<file path="src/rtl/ins_mem_sync.sv">
// Loadable instruction memory with a one-cycle registered read, fetch stall/flush and fault reporting.
// Optional word parity is compiled in when INS_MEM_PARITY_EN is defined.
module ins_mem_sync #(
    parameter int DATA_LEN    = 32,
    parameter int ADDRESS_LEN = 32,
    parameter int DEPTH       = 64,
    parameter int CNT_LEN     = 16
) (
    input  logic                   clk,
    input  logic                   rst,
    input  logic                   fetch_req,
    input  logic [ADDRESS_LEN-1:0] address,
    input  logic                   stall,
    input  logic                   flush,
    input  logic                   load_en,
    input  logic [ADDRESS_LEN-1:0] load_addr,
    input  logic [DATA_LEN-1:0]    load_data,
    input  logic                   load_par_inv,
    output logic                   ins_valid,
    output logic [DATA_LEN-1:0]    ins_out,
    output logic [ADDRESS_LEN-1:0] ins_addr,
    output logic                   ins_fault,
    output logic                   ins_parity_err,
    output logic                   load_err,
    output logic [CNT_LEN-1:0]     fetch_count
);

    localparam int IDX_W  = ADDRESS_LEN - 2;
    localparam int MEM_AW = $clog2(DEPTH);
    localparam logic [IDX_W-1:0] DEPTH_IDX = IDX_W'(DEPTH);

    logic [DATA_LEN-1:0] mem_q [DEPTH];

    logic [IDX_W-1:0]  fetch_idx, load_idx;
    logic [MEM_AW-1:0] fetch_word, load_word;
    logic              fetch_ok, load_ok, load_we, load_hit, accept;
    logic [DATA_LEN-1:0] rd_word;
    logic              par_bad;

    logic                   ins_valid_d, ins_valid_q;
    logic [DATA_LEN-1:0]    ins_out_d, ins_out_q;
    logic [ADDRESS_LEN-1:0] ins_addr_d, ins_addr_q;
    logic                   ins_fault_d, ins_fault_q;
    logic                   ins_parity_err_d, ins_parity_err_q;
    logic                   load_err_d, load_err_q;
    logic [CNT_LEN-1:0]     fetch_count_d, fetch_count_q;

    // The full index is range-checked so out-of-range upper bits fault instead of aliasing.
    assign fetch_idx  = address[ADDRESS_LEN-1:2];
    assign load_idx   = load_addr[ADDRESS_LEN-1:2];
    assign fetch_word = fetch_idx[MEM_AW-1:0];
    assign load_word  = load_idx[MEM_AW-1:0];
    assign fetch_ok   = (address[1:0] == 2'b00) && (fetch_idx < DEPTH_IDX);
    assign load_ok    = (load_addr[1:0] == 2'b00) && (load_idx < DEPTH_IDX);
    assign load_we    = load_en && load_ok && !rst;
    assign load_hit   = load_we && (load_idx == fetch_idx);
    assign accept     = fetch_req && !stall && !flush;
    assign rd_word    = load_hit ? load_data : mem_q[fetch_word];

`ifdef INS_MEM_PARITY_EN
    logic par_q [DEPTH];
    logic load_par, rd_par;

    assign load_par = (^load_data) ^ load_par_inv;
    assign rd_par   = load_hit ? load_par : par_q[fetch_word];
    assign par_bad  = (^rd_word) != rd_par;

    always_ff @(posedge clk) begin
        if (load_we) par_q[load_word] <= load_par;
    end
`else
    logic unused_par_inv;
    assign unused_par_inv = load_par_inv;
    assign par_bad        = 1'b0;
`endif

    // NOTE: storage arrays have no reset; contents must survive rst, and this keeps them mappable to RAM.
    always_ff @(posedge clk) begin
        if (load_we) mem_q[load_word] <= load_data;
    end

    always_comb begin
        ins_valid_d      = ins_valid_q;
        ins_out_d        = ins_out_q;
        ins_addr_d       = ins_addr_q;
        ins_fault_d      = ins_fault_q;
        ins_parity_err_d = ins_parity_err_q;
        fetch_count_d    = fetch_count_q;
        load_err_d       = load_en && !load_ok;

        if (flush) begin
            ins_valid_d      = 1'b0;
            ins_fault_d      = 1'b0;
            ins_parity_err_d = 1'b0;
        end else if (stall) begin
            ins_valid_d = ins_valid_q;
        end else if (accept) begin
            ins_valid_d      = 1'b1;
            ins_addr_d       = address;
            ins_fault_d      = !fetch_ok;
            ins_parity_err_d = fetch_ok && par_bad;
            ins_out_d        = (fetch_ok && !par_bad) ? rd_word : '0;
            if (fetch_count_q != '1) fetch_count_d = fetch_count_q + CNT_LEN'(1);
        end else begin
            ins_valid_d = 1'b0;
        end
    end

    // NOTE: sequential state uses non-blocking assignments so every flop samples pre-edge values.
    always_ff @(posedge clk) begin
        if (rst) begin
            ins_valid_q      <= 1'b0;
            ins_out_q        <= '0;
            ins_addr_q       <= '0;
            ins_fault_q      <= 1'b0;
            ins_parity_err_q <= 1'b0;
            load_err_q       <= 1'b0;
            fetch_count_q    <= '0;
        end else begin
            ins_valid_q      <= ins_valid_d;
            ins_out_q        <= ins_out_d;
            ins_addr_q       <= ins_addr_d;
            ins_fault_q      <= ins_fault_d;
            ins_parity_err_q <= ins_parity_err_d;
            load_err_q       <= load_err_d;
            fetch_count_q    <= fetch_count_d;
        end
    end

    assign ins_valid      = ins_valid_q;
    assign ins_out        = ins_out_q;
    assign ins_addr       = ins_addr_q;
    assign ins_fault      = ins_fault_q;
    assign ins_parity_err = ins_parity_err_q;
    assign load_err       = load_err_q;
    assign fetch_count    = fetch_count_q;

endmodule

</file>
<file path="config.mk">
export PLATFORM = sky130hd
export DESIGN_NAME = ins_mem_sync
export DESIGN_NICKNAME = d
export VERILOG_FILES = /design/src/rtl/ins_mem_sync.sv
export SDC_FILE = /design/constraint.sdc
export NUM_CORES = 2
export LEC_CHECK = 0
export ABC_AREA = 1
export ABC_CLOCK_PERIOD_IN_PS = 5110
export CAP_MARGIN = 20
export CORE_MARGIN = 10
export CORE_UTILIZATION = 34
export DETAILED_ROUTE_END_ITERATION = 10
export GPL_TIMING_DRIVEN = 1
export HOLD_SLACK_MARGIN = 0.1
export PLACE_DENSITY_LB_ADDON = 0.05
export SLEW_MARGIN = 10
export SYNTH_ARGS = -nofsm -noshare
export SYNTH_HDL_FRONTEND = slang
export SYNTH_SLANG_ARGS = --single-unit
</file>
<file path="constraint.sdc">
create_clock -name clk -period 5.11 [get_ports clk]
set_input_delay 1.2775 -clock clk [delete_from_list [all_inputs] [get_ports clk]]
set_output_delay 1.2775 -clock clk [all_outputs]
set_load 0.005 [all_outputs]
</file>
==> reports/metrics.yaml <==
status:
  status: "finished, violations left"
  failed_checks: "antenna violations"
critical_path:
  worst-endpoint-arrival_ps: 4160
  cp-start-kind: "primary input"
  element_type_at_the_critical_path_end: "register"
  wp_data_required_ps: 5690
  critical_path_peak_fanout: 16
  critical_path_class: "primary input to register"
placement:
  hpwl_mm: 166
  place.gp.congestion: 0.799
  port_buffers: 184
detailed_routing:
  routed_wire_length_per_instance_um: 25.9
  drt-vias-per-instance: 5.08
  totalWireLength_mm: 295
  firstDrtPassIters: 6
  antenna_left: 1
  drt_iter0_markers: 5140
  routed-via-count: 57800
  drc: 0
clock_network:
  clkTransAtPathRegs_ps: 50
  cts_setup_buffers: 0
  cts_tree: "yes"
  cts-hold-fix-buffers: 0
  cts_buffer_depth: 3
  clock_latency_ps: 890
  tritoncts_num_sinks: 2131
  numCtsBuffers: 238
  post_cts.resized_instances: 0
  htreeDepth: 4
  cts.root.buffer_cell: "clkbuf_16"
floorplanning:
  i_o_pins: 187
  initial_core_util_pct: 34.2
  die_area_mm2: 0.276
  core_area_mm2: 0.254
  floorplan.die.width_um: 525
  die-height_um: 525
  placement_rows: 185
yosys:
  syn-cell-area_mm2: 0.0869
  syn-mean-instance-area_um2: 11.4
  number_of_warnings_reported_in_the_yosys_synthesis_log: 0
  synth_edf_count: 2048
  synth-async-reset-ratio_pct: 0
  gate_count_of_the_mapped_netlist: 7600
  synth.net_count: 7704
  post_synth_num_cell_types: 32
  synth_area_leader_cell: "edfxtp_1"
  synthDominantCellAreaShare_pct: 70.8
  yosys_most_used_dff: "edfxtp_1"
  synth_top_cells_by_area: "edfxtp_1, nand3_1, nand2_1, dfxtp_1, buf_2"
  synth_seq_cells: 2131
  seq_area_frac_synth_pct: 72.7
global_routing:
  number_of_global_route_vias_before_repair: 55700
  grt_overflow_total: 0
  global_route.usage.total_pct: 20.7
  grt_pass1_wl_mm: 419
  antenna_found_initial: 27
  pin_count_of_the_biggest_net_entering_global_routing: 133
sta:
  achievable-frequency_mhz: 279
  maxSlewHeadroom_pct: 30.1
  finalSetupTns_ps: 0
  fin_crit_ps: 3580
  worst-slew-pin-transition_ps: 1050
  rsz0062_at_grt: "no"
  holdWs_ps: 462
  report.final.setup_viol: 0
  clock_skew_ps: 47.3
  report.final.hold_viol_count: 0
  layout_worst_path_cycle_share_pct: 70.1
  timing_max_transition_violations_final: 0
power_and_ir_drop:
  power.internal_w: 0.0288
  vdd.ir_drop.worst_v: 0.000327
  power.share.combinational_pct: 6.4
  p_sw_share_pct: 23.6
  clkPwrFrac_pct: 42.9
  net-switching-power_w: 0.00891
  sequentialPowerShare_pct: 50.7
  p_leak_nw: 36.3
  power_per_cell_area_mw_per_mm2: 372
layout:
  finish.net_count: 7897
  utilization_pct: 39.9
  post_route_cells_drive_above_1_share_pct: 8.39
  syn_to_final_growth_pct: 16.8
flow_run:
  cap_viol_max_count: 0
min_path:
  hp-class: "register to register"
-- metal layers --
metal	up-vias	wire length [um]	GRT usage (%)
met5	-	90	0
li1	27000	-	-
met4	14	8840	6.21
met2	1483	133000	32.1
met1	28900	136000	29.5
met3	408	17200	3.91
-- cell type report --
| cell class | count | area [um2] |
|---|---|---|
| Timing Repair Buffer | 430 | 4820 |
| Multi-Input combinational cell | 4736 | 21000 |
| Tap cell | 3366 | 4210 |
| Fill cell | 24400 | 153000 |
| Sequential cell | 2131 | 63200 |
| Antenna cell | 9 | 22.5 |
| Inverter | 256 | 990 |
| Clock buffer | 309 | 6250 |
| Clock inverter | 132 | 1020 |
-- cell usage after synthesis, types with 2 or more instances --
| master | number |
|---|---|
| nand2_1 | 2491 |
| edfxtp_1 | 2048 |
| nand3_1 | 1919 |
| inv_1 | 251 |
| buf_2 | 206 |
| clkbuf_1 | 197 |
| nor2_1 | 162 |
| dfxtp_1 | 83 |
| a21oi_1 | 56 |
| o21ai_0 | 42 |
| buf_4 | 40 |
| buf_1 | 31 |
| xor2_1 | 17 |
| nor3_1 | 11 |
| or2_2 | 10 |
| nand4_1 | 6 |
| nor4_1 | 4 |
| o211ai_1 | 4 |
| and3_1 | 3 |
| buf_6 | 3 |
| inv_2 | 3 |
| clkinv_1 | 2 |
| nor2_2 | 2 |
-- critical path, stage by stage --
cell	delay (ps)
clkdlybuf4s50_1	440
nor2_1	120
nand2_1	150
nor2_1	170
nand4_1	250
nor2_4	400
inv_1	110
nor2_1	220
nand3_1	120
buf_4	270
nor2_4	350
buf_12	240
-- through the flow --
stage / total power [W] / area (um2) / setup WS, ps / instances
2_1_floorplan: 0.0207 / 86900 / 967 / 7600
3_3_place_gp: 0.0219 / 94200 / 622 / 10900
3_5_place_dp: 0.0219 / 94200 / 612 / 10900
4_1_cts: 0.0382 / 101000 / 1570 / 11400
5_1_grt: 0.0391 / 101000 / 1430 / 11400
6_report: 0.0377 / 101000 / 1530 / 11400
-- cell families (layout without fill, tap and decap cells) --
| logic type | after synthesis | in the layout | share of synthesized area, % |
|---|---|---|---|
| AO/OA/AOI/OAI | 105 | 105 | 0.625 |
| XOR/XNOR | 17 | 17 | 0.171 |
| adder cells (fa/ha/maj) | 1 | 1 | 0.0144 |
| buffers and inverters | 733 | 1127 | 3.66 |
| flip-flops | 2131 | 2131 | 72.7 |
| other | 1 | 10 | 0.00432 |
| AND/OR/NAND/NOR | 4612 | 4612 | 22.8 |
-- power groups by stage --
stage	clock, W	sequential (W)	combinational (W)
2_1_floorplan	0	0.0195	0.00116
3_3_place_gp	0	0.0195	0.00242
3_5_place_dp	0	0.0195	0.00243
4_1_cts	0.0166	0.0191	0.00244
5_1_grt	0.0173	0.0191	0.00262
6_report	0.0162	0.0191	0.00240
-- placed cells by master, fill, tap and decap left out, types with 11 or more instances in the layout --
master	n
clkbuf_16	239
clkdlybuf4s50_1	145
inv_1	248
edfxtp_1	2048
clkinv_2	33
nor2_4	67
xor2_1	17
nand2_1	2491
nor3_1	11
nand3_1	1919
clkinv_1	73
a21oi_1	56
o21ai_0	42
buf_12	103
dfxtp_1	83
buf_4	145
nor2_1	98
buf_2	33
clkbuf_1	69
-- worst paths after layout --
check | start | to | slack (ps) | depth (start not counted)
setup / recovery | load_addr[8] | mem_q[30][19] | 1530 | 12
hold reg to reg | fetch_count[15] | fetch_count[15] | 460 | 2
setup reg to reg | mem_q[42][17] | ins_out[17] | 2900 | 10
hold / removal | fetch_count[15] | fetch_count[15] | 460 | 2
-- registers in the layout (all words and copies together), names as in the netlist --
signal and cells:
fetch_count 16, ins_valid 1, ins_fault 1, ins_out 32, mem_q 2048, load_err 1
ins_addr 32
Note: power is estimated with default switching activity, not from simulation.
